`config.mk`:
```
export PLATFORM = sky130hd
export DESIGN_NAME = prga_fifo_family_flat
export DESIGN_NICKNAME = d
export VERILOG_FILES = /design/src/rtl/prga_fifo_family_if.sv /design/src/rtl/prga_fifo_family.sv /design/src/flat_wrapper.sv
export SDC_FILE = /design/constraint.sdc
export NUM_CORES = 1
export LEC_CHECK = 0
export ABC_AREA = 1
export CORE_UTILIZATION = 55
export CTS_BUF_LIST = sky130_fd_sc_hd__clkbuf_8
export CTS_CLUSTER_SIZE = 8
export DETAILED_ROUTE_END_ITERATION = 6
export GPL_ROUTABILITY_DRIVEN = 0
export MAX_ROUTING_LAYER = met4
export PLACE_DENSITY = 0.83
export SETUP_SLACK_MARGIN = 0.02
export SYNTH_ARGS = -nofsm -noshare
export SYNTH_HDL_FRONTEND = slang
export SYNTH_SLANG_ARGS = --single-unit
```
`constraint.sdc`:
```
create_clock -name clk -period 2.73 [get_ports clk]
set_input_delay 0.546 -clock clk [delete_from_list [all_inputs] [get_ports clk]]
set_output_delay 0.546 -clock clk [all_outputs]
set_load 0.02 [all_outputs]
```
`src/rtl/prga_fifo_family_if.sv`:
```
// FIFO-style handshake bundle: write side (wr/din/full) and read side (rd/dout/empty).
interface prga_fifo_family_if #(
    parameter int DATA_WIDTH = 32
);
    logic                  wr;
    logic [DATA_WIDTH-1:0] din;
    logic                  full;
    logic                  rd;
    logic [DATA_WIDTH-1:0] dout;
    logic                  empty;

    modport master (output wr, din, rd, input full, dout, empty);
    modport slave  (input wr, din, rd, output full, dout, empty);
endinterface

```
`src/rtl/prga_fifo_family.sv`:
```
// Single-clock FIFO, read-port style adapter, and a top that exposes the four
// useful combinations (plain FIFOs of both styles and FIFO+adapter chains).
module prga_fifo #(
    parameter int DEPTH_LOG2 = 3,
    parameter int DATA_WIDTH = 32,
    parameter int LOOKAHEAD  = 0
) (
    input  logic                  clk,
    input  logic                  rst,
    output logic                  full,
    input  logic                  wr,
    input  logic [DATA_WIDTH-1:0] din,
    output logic                  empty,
    input  logic                  rd,
    output logic [DATA_WIDTH-1:0] dout
);
    localparam int DEPTH = 1 << DEPTH_LOG2;

    logic [DATA_WIDTH-1:0] mem_q [DEPTH];
    logic [DEPTH_LOG2:0]   wr_ptr_q, wr_ptr_d, rd_ptr_q, rd_ptr_d;
    logic                  wr_acc, rd_acc;

    // Extra pointer MSB distinguishes full from empty when the indices match.
    assign empty    = wr_ptr_q == rd_ptr_q;
    assign full     = (wr_ptr_q ^ rd_ptr_q) == {1'b1, {DEPTH_LOG2{1'b0}}};
    assign wr_acc   = wr & ~full;
    assign rd_acc   = rd & ~empty;
    assign wr_ptr_d = wr_ptr_q + {{DEPTH_LOG2{1'b0}}, wr_acc};
    assign rd_ptr_d = rd_ptr_q + {{DEPTH_LOG2{1'b0}}, rd_acc};

    always_ff @(posedge clk or negedge rst) begin
        if (!rst) begin
            wr_ptr_q <= '0;
            rd_ptr_q <= '0;
        end else begin
            wr_ptr_q <= wr_ptr_d;
            rd_ptr_q <= rd_ptr_d;
        end
    end

    always_ff @(posedge clk) begin
        if (wr_acc) mem_q[wr_ptr_q[DEPTH_LOG2-1:0]] <= din;
    end

    generate
        if (LOOKAHEAD != 0) begin : g_la
            assign dout = mem_q[rd_ptr_q[DEPTH_LOG2-1:0]];
        end else begin : g_nla
            logic [DATA_WIDTH-1:0] dout_q;
            always_ff @(posedge clk or negedge rst) begin
                if (!rst)        dout_q <= '0;
                else if (rd_acc) dout_q <= mem_q[rd_ptr_q[DEPTH_LOG2-1:0]];
            end
            assign dout = dout_q;
        end
    endgenerate
endmodule

module prga_fifo_lookahead_buffer #(
    parameter int DATA_WIDTH = 32,
    parameter int REVERSED   = 0
) (
    input  logic                  clk,
    input  logic                  rst,
    input  logic                  empty_i,
    output logic                  rd_i,
    input  logic [DATA_WIDTH-1:0] dout_i,
    output logic                  empty,
    input  logic                  rd,
    output logic [DATA_WIDTH-1:0] dout
);
    generate
        if (REVERSED == 0) begin : g_fwd
            // valid_q: the upstream output register holds a word not yet consumed.
            logic valid_q, valid_d;
            assign rd_i    = ~empty_i & (~valid_q | rd);
            assign valid_d = rd_i ? 1'b1 : (rd ? 1'b0 : valid_q);
            assign empty   = ~valid_q;
            assign dout    = dout_i;
            always_ff @(posedge clk or negedge rst) begin
                if (!rst) valid_q <= 1'b0;
                else      valid_q <= valid_d;
            end
        end else begin : g_rev
            logic [DATA_WIDTH-1:0] dout_q;
            assign rd_i  = rd & ~empty_i;
            assign empty = empty_i;
            assign dout  = dout_q;
            always_ff @(posedge clk or negedge rst) begin
                if (!rst)      dout_q <= '0;
                else if (rd_i) dout_q <= dout_i;
            end
        end
    endgenerate
endmodule

module prga_fifo_family #(
    parameter int DEPTH_LOG2 = 3,
    parameter int DATA_WIDTH = 32
) (
    input  logic               clk,
    input  logic               rst,
    prga_fifo_family_if.slave  la0_if,
    prga_fifo_family_if.slave  la1_if,
    prga_fifo_family_if.slave  nla2la_if,
    prga_fifo_family_if.slave  la2nla_if,
    output logic               nla2la_rd_i_o,
    output logic               la2nla_rd_i_o
);
    logic                  c_empty, c_rd, d_empty, d_rd;
    logic [DATA_WIDTH-1:0] c_dout, d_dout;

    prga_fifo #(.DEPTH_LOG2(DEPTH_LOG2), .DATA_WIDTH(DATA_WIDTH), .LOOKAHEAD(0)) u_la0 (
        .clk(clk), .rst(rst), .full(la0_if.full), .wr(la0_if.wr), .din(la0_if.din),
        .empty(la0_if.empty), .rd(la0_if.rd), .dout(la0_if.dout));

    prga_fifo #(.DEPTH_LOG2(DEPTH_LOG2), .DATA_WIDTH(DATA_WIDTH), .LOOKAHEAD(1)) u_la1 (
        .clk(clk), .rst(rst), .full(la1_if.full), .wr(la1_if.wr), .din(la1_if.din),
        .empty(la1_if.empty), .rd(la1_if.rd), .dout(la1_if.dout));

    // Non-lookahead FIFO presented as lookahead.
    prga_fifo #(.DEPTH_LOG2(DEPTH_LOG2), .DATA_WIDTH(DATA_WIDTH), .LOOKAHEAD(0)) u_c_fifo (
        .clk(clk), .rst(rst), .full(nla2la_if.full), .wr(nla2la_if.wr), .din(nla2la_if.din),
        .empty(c_empty), .rd(c_rd), .dout(c_dout));

    prga_fifo_lookahead_buffer #(.DATA_WIDTH(DATA_WIDTH), .REVERSED(0)) u_c_buf (
        .clk(clk), .rst(rst), .empty_i(c_empty), .rd_i(c_rd), .dout_i(c_dout),
        .empty(nla2la_if.empty), .rd(nla2la_if.rd), .dout(nla2la_if.dout));

    // Lookahead FIFO presented as non-lookahead.
    prga_fifo #(.DEPTH_LOG2(DEPTH_LOG2), .DATA_WIDTH(DATA_WIDTH), .LOOKAHEAD(1)) u_d_fifo (
        .clk(clk), .rst(rst), .full(la2nla_if.full), .wr(la2nla_if.wr), .din(la2nla_if.din),
        .empty(d_empty), .rd(d_rd), .dout(d_dout));

    prga_fifo_lookahead_buffer #(.DATA_WIDTH(DATA_WIDTH), .REVERSED(1)) u_d_buf (
        .clk(clk), .rst(rst), .empty_i(d_empty), .rd_i(d_rd), .dout_i(d_dout),
        .empty(la2nla_if.empty), .rd(la2nla_if.rd), .dout(la2nla_if.dout));

    assign nla2la_rd_i_o = c_rd;
    assign la2nla_rd_i_o = d_rd;
endmodule

```
`src/flat_wrapper.sv`:
```
// flat-port wrapper written by rule: the top's interface ports become plain ports
module prga_fifo_family_flat 
#(
    parameter int DEPTH_LOG2 = 3,
    parameter int DATA_WIDTH = 32
)
  (clk, rst, nla2la_rd_i_o, la2nla_rd_i_o, la0_if_wr, la0_if_din, la0_if_rd, la0_if_full, la0_if_dout, la0_if_empty, la1_if_wr, la1_if_din, la1_if_rd, la1_if_full, la1_if_dout, la1_if_empty, nla2la_if_wr, nla2la_if_din, nla2la_if_rd, nla2la_if_full, nla2la_if_dout, nla2la_if_empty, la2nla_if_wr, la2nla_if_din, la2nla_if_rd, la2nla_if_full, la2nla_if_dout, la2nla_if_empty);
  prga_fifo_family_if #(.DATA_WIDTH(DATA_WIDTH)) la0_if_i ();
  prga_fifo_family_if #(.DATA_WIDTH(DATA_WIDTH)) la1_if_i ();
  prga_fifo_family_if #(.DATA_WIDTH(DATA_WIDTH)) nla2la_if_i ();
  prga_fifo_family_if #(.DATA_WIDTH(DATA_WIDTH)) la2nla_if_i ();
  input  logic clk;
  input  logic rst;
  output logic nla2la_rd_i_o;
  output logic la2nla_rd_i_o;
  input wire logic [$bits(la0_if_i.wr)-1:0] la0_if_wr;
  input wire logic [$bits(la0_if_i.din)-1:0] la0_if_din;
  input wire logic [$bits(la0_if_i.rd)-1:0] la0_if_rd;
  output wire logic [$bits(la0_if_i.full)-1:0] la0_if_full;
  output wire logic [$bits(la0_if_i.dout)-1:0] la0_if_dout;
  output wire logic [$bits(la0_if_i.empty)-1:0] la0_if_empty;
  input wire logic [$bits(la1_if_i.wr)-1:0] la1_if_wr;
  input wire logic [$bits(la1_if_i.din)-1:0] la1_if_din;
  input wire logic [$bits(la1_if_i.rd)-1:0] la1_if_rd;
  output wire logic [$bits(la1_if_i.full)-1:0] la1_if_full;
  output wire logic [$bits(la1_if_i.dout)-1:0] la1_if_dout;
  output wire logic [$bits(la1_if_i.empty)-1:0] la1_if_empty;
  input wire logic [$bits(nla2la_if_i.wr)-1:0] nla2la_if_wr;
  input wire logic [$bits(nla2la_if_i.din)-1:0] nla2la_if_din;
  input wire logic [$bits(nla2la_if_i.rd)-1:0] nla2la_if_rd;
  output wire logic [$bits(nla2la_if_i.full)-1:0] nla2la_if_full;
  output wire logic [$bits(nla2la_if_i.dout)-1:0] nla2la_if_dout;
  output wire logic [$bits(nla2la_if_i.empty)-1:0] nla2la_if_empty;
  input wire logic [$bits(la2nla_if_i.wr)-1:0] la2nla_if_wr;
  input wire logic [$bits(la2nla_if_i.din)-1:0] la2nla_if_din;
  input wire logic [$bits(la2nla_if_i.rd)-1:0] la2nla_if_rd;
  output wire logic [$bits(la2nla_if_i.full)-1:0] la2nla_if_full;
  output wire logic [$bits(la2nla_if_i.dout)-1:0] la2nla_if_dout;
  output wire logic [$bits(la2nla_if_i.empty)-1:0] la2nla_if_empty;
  assign la0_if_i.wr = la0_if_wr;
  assign la0_if_i.din = la0_if_din;
  assign la0_if_i.rd = la0_if_rd;
  assign la0_if_full = la0_if_i.full;
  assign la0_if_dout = la0_if_i.dout;
  assign la0_if_empty = la0_if_i.empty;
  assign la1_if_i.wr = la1_if_wr;
  assign la1_if_i.din = la1_if_din;
  assign la1_if_i.rd = la1_if_rd;
  assign la1_if_full = la1_if_i.full;
  assign la1_if_dout = la1_if_i.dout;
  assign la1_if_empty = la1_if_i.empty;
  assign nla2la_if_i.wr = nla2la_if_wr;
  assign nla2la_if_i.din = nla2la_if_din;
  assign nla2la_if_i.rd = nla2la_if_rd;
  assign nla2la_if_full = nla2la_if_i.full;
  assign nla2la_if_dout = nla2la_if_i.dout;
  assign nla2la_if_empty = nla2la_if_i.empty;
  assign la2nla_if_i.wr = la2nla_if_wr;
  assign la2nla_if_i.din = la2nla_if_din;
  assign la2nla_if_i.rd = la2nla_if_rd;
  assign la2nla_if_full = la2nla_if_i.full;
  assign la2nla_if_dout = la2nla_if_i.dout;
  assign la2nla_if_empty = la2nla_if_i.empty;
  prga_fifo_family #(.DEPTH_LOG2(DEPTH_LOG2), .DATA_WIDTH(DATA_WIDTH)) u_core (.clk(clk), .rst(rst), .la0_if(la0_if_i), .la1_if(la1_if_i), .nla2la_if(nla2la_if_i), .la2nla_if(la2nla_if_i), .nla2la_rd_i_o(nla2la_rd_i_o), .la2nla_rd_i_o(la2nla_rd_i_o));
endmodule
```
==> flow_metrics.py <==
metrics = {
    "status": {
        "status": "complete, but fails checks",
        "violations": "setup timing",
    },
    "detailed_routing": {
        "via_count": 33990,
        "vias_per_cell": 5.443,
        "drt_iter0_drc": 3709,
        "dr.pass1.iters": 6,
        "wire_per_inst_um": 19.40,
        "routed_wl_mm": 121.1,
        "ant_nets": 0,
        "drc_errors": 0,
    },
    "synthesis": {
        "synth_cell_type_count": 30,
        "avgSynthCellArea_um2": 10.64,
        "yosysWarnings": 0,
        "ys_ff_latch": 1153,
        "syn_nets": 4694,
        "yosysTopAreaCellShare_pct": 63.64,
        "ys_seq_area_share_pct": 70.32,
        "yosysTopAreaCell": "edfxtp_1",
        "netlist_area_um2": 48320,
        "synth.area.top_cells": "edfxtp_1 64%, nand2_1 12%, dfrtp_1 6.7%",
        "synthCells": 4540,
    },
    "setup_path": {
        "critPathTopFamily": "flip-flops",
        "worst_setup_path_end_kind": "output port",
        "required_ns": 2.18,
        "reg2reg_slack_ns": 0.22,
        "start_kind": "register",
        "cpMaxStageDelayCell": "dfrtp_4",
        "crit_chain": "clkinv_8, buf_12, buf_16, o21ai_2, o22ai_1, nand2_1, nand2_2, buf_6",
        "worst-setup-path-type": "register to output port",
        "crit_path_max_fanout": 8,
        "crit_buf_inv": 4,
        "max_stage_delay_ns": 0.58,
        "cp.arrival_ns": 2.44,
    },
    "sta": {
        "finalCritPeriodShare_pct": 109.4,
        "fin_tns_setup_ns": -5.881,
        "setup_viol": 34,
        "hold_violations": 0,
        "timing.fmax_ghz": 0.3347,
        "tightest_slew_ns": 1.184,
        "slew_headroom_pct": 20.85,
        "rsz0062_at_grt": "true",
        "worst_slack_ns": -0.2574,
        "timing.final.crit_period_ns": 2.987,
        "timing.clock.skew_ns": 0.06639,
        "slew_violations": 0,
    },
    "finish": {
        "fin_nets": 5076,
        "instances_no_fill": 6244,
        "layout-drive-gt1-share_pct": 12.09,
        "area_growth_syn_to_layout_pct": 19.00,
    },
    "floorplanning": {
        "start_util_pct": 55.61,
        "num_rows": 108,
        "die_h_um": 298.4,
        "die_x_um": 298.4,
        "core_area_um2": 86890,
        "io_pins": 276,
        "die-area_um2": 89040,
    },
    "power_and_ir_drop": {
        "peakVddDrop_uv": 1033,
        "cellPowerDensity_nw_per_um2": 1106,
        "p_leak_nw": 24.85,
    },
    "cts": {
        "clock-sinks": 1153,
        "clock_latency_ns": 0.88,
        "ctsLongestPathBuffers": 3,
        "cts_root_buf": "clkbuf_8",
        "tritoncts": "yes",
        "clkTransAtPathRegs_ns": 0.07,
        "htree_levels": 4,
        "cts_made_buffers": 178,
    },
    "place": {
        "port_buffers": 275,
        "dp_hpwl_mm": 63.79,
        "dp_cells": 5862,
    },
    "hold_path": {
        "hold_path.class": "input port to asynchronous set/reset pin",
    },
    "global_routing": {
        "grt_use_total_pct": 27.25,
        "grt_antenna_before_repair": 24,
        "grt_pass1_vias": 33520,
        "grt-ovfl-total": 0,
        "grt_first_pass_wirelength_mm": 181.1,
        "grt_start_max_net_pins": 129,
    },
    "flow_run": {
        "cap_violations": 0,
    },
}
## routing by layer
metal | vias up | wire length (µm) | GRT usage (%)
met1 | 16130 | 43550 | 32.54
met5 | - | 0 | -
met2 | 1994 | 59980 | 44.15
li1 | 15460 | - | -
met4 | 0 | 5075 | 12.67
met3 | 408 | 12530 | 6.092
## timing repair
item | 4_1_cts | 5_1_grt
setup buffers | 17 | 2
endpoints found under the setup margin | 41 | 57
hold buffers | 1 | 0
resized for setup | 427 | 98
cloned | 15 | 2
pin swaps | 25 | 29
hold endpoints to repair | 43 | 0
## worst register-to-register path, stage by stage (launching register included)
cell      delay [ns]
dfrtp_4         0.55
clkinv_8        0.17
buf_12          0.19
nand2_4         0.09
nand4_4         0.17
buf_4           0.19
o21ai_4         0.10
buf_4           0.28
inv_1           0.08
ha_1            0.20
ha_1            0.20
xor2_1          0.16
## Yosys cell counts, drive strengths merged
library cell and count:
nand3 437, dfrtp 129, xor2 15, xnor2 4
inv 713, edfxtp 1024, o21ai 135, clkinv 1
o21bai 1, nor2 178, ha 16, nand4 1
nand2 1608, buf 172, clkbuf 41, o22ai 64
nor3 1
## registers in the layout, indices dropped and copies added (netlist names), 32 cells and up
name,cells
u_core.u_c_fifo.mem_q,256
u_core.u_d_fifo.mem_q,256
u_core.u_la0.mem_q,256
u_core.u_la1.mem_q,256
u_core.u_c_fifo.dout,32
u_core.u_d_buf.dout,32
u_core.u_la0.dout,32
## layout by cell type, fill, tap and decap left out, drive strengths merged, types with 15 or more instances in the layout
master | Yosys | final
diode | 0 | 26
o21ai | 135 | 135
clkinv | 1 | 22
clkbuf | 41 | 193
xor2 | 15 | 15
o22ai | 64 | 64
ha | 16 | 16
edfxtp | 1024 | 1024
buf | 172 | 179
inv | 713 | 820
nand2 | 1608 | 1608
nor2 | 178 | 178
dfrtp | 129 | 129
clkdlybuf4s50 | 0 | 233
nand3 | 437 | 437
## area by class of cell
cell class                      instances  area, µm²
Antenna cell                           26      65.06
Clock buffer                          191       2629
Clock inverter                        130      681.9
Fill cell                            5693      29390
Inverter                              714       2704
Multi-Input combinational cell       2460      11310
Sequential cell                      1153      34010
Tap cell                             1155       1445
Timing Repair Buffer                  415       4651
## cells by family after synthesis
kind of cell	synth area share, %
AOI/OAI and AO/OA	2.359
xor gates and xnor gates	0.3444
adders and majority gates	0.4143
buffers and inverters	7.898
DFF	70.32
and+or+nand+nor	18.66
## where the power goes
group | internal, mW | switching, mW | leakage [nW]
Sequential | 22.7 | 1.42 | 10.9
Combinational | 8.97 | 17.0 | 12.0
Clock | 6.57 | 6.85 | 2.03
Total | 38.3 | 25.3 | 24.8
## path summary, 6_finish.rpt
path / startpoint / endpoint / cells past startpoint
worst max-delay path: u_core.u_la1.rd_ptr_q[0]$_DFF_PN0_ / la1_if_dout[18] / 8
worst min-delay path: rst / u_core.u_c_fifo.dout[31]$_DFFE_PN0P_ / 2
worst max register to register: u_core.u_la1.rd_ptr_q[0]$_DFF_PN0_ / u_core.u_la1.wr_ptr_q[2]$_DFF_PN0_ / 11
worst min register to register: u_core.u_c_fifo.dout[21]$_DFFE_PN0P_ / u_core.u_c_fifo.dout[21]$_DFFE_PN0P_ / 2
max in group asynchronous: rst / u_core.u_la1.wr_ptr_q[0]$_DFF_PN0_ / 3
min in group clk: nla2la_if_rd / u_core.u_c_buf.g_fwd.valid_q$_DFFE_PN0P_ / 2
## stage by stage
stage / util [%] / area (µm²) / setup WS, ns / total power [mW] / hold slack [ns]
6_report: 66.17 / 57500 / -0.2574 / 63.57 / 0.2374
5_1_grt: 66.16 / 57490 / -0.3242 / 66.60 / 0.2138
4_1_cts: 65.71 / 57100 / -0.2243 / 62.41 / 0.1819
3_5_place_dp: 60.78 / 52810 / 0.06415 / 46.96 / 0.4640
3_3_place_gp: 60.78 / 52810 / 0.1053 / 46.10 / 0.4631
2_1_floorplan: - / 48320 / -0.05631 / 38.56 / 0.2504
Note: power is estimated with default switching activity, not from simulation.
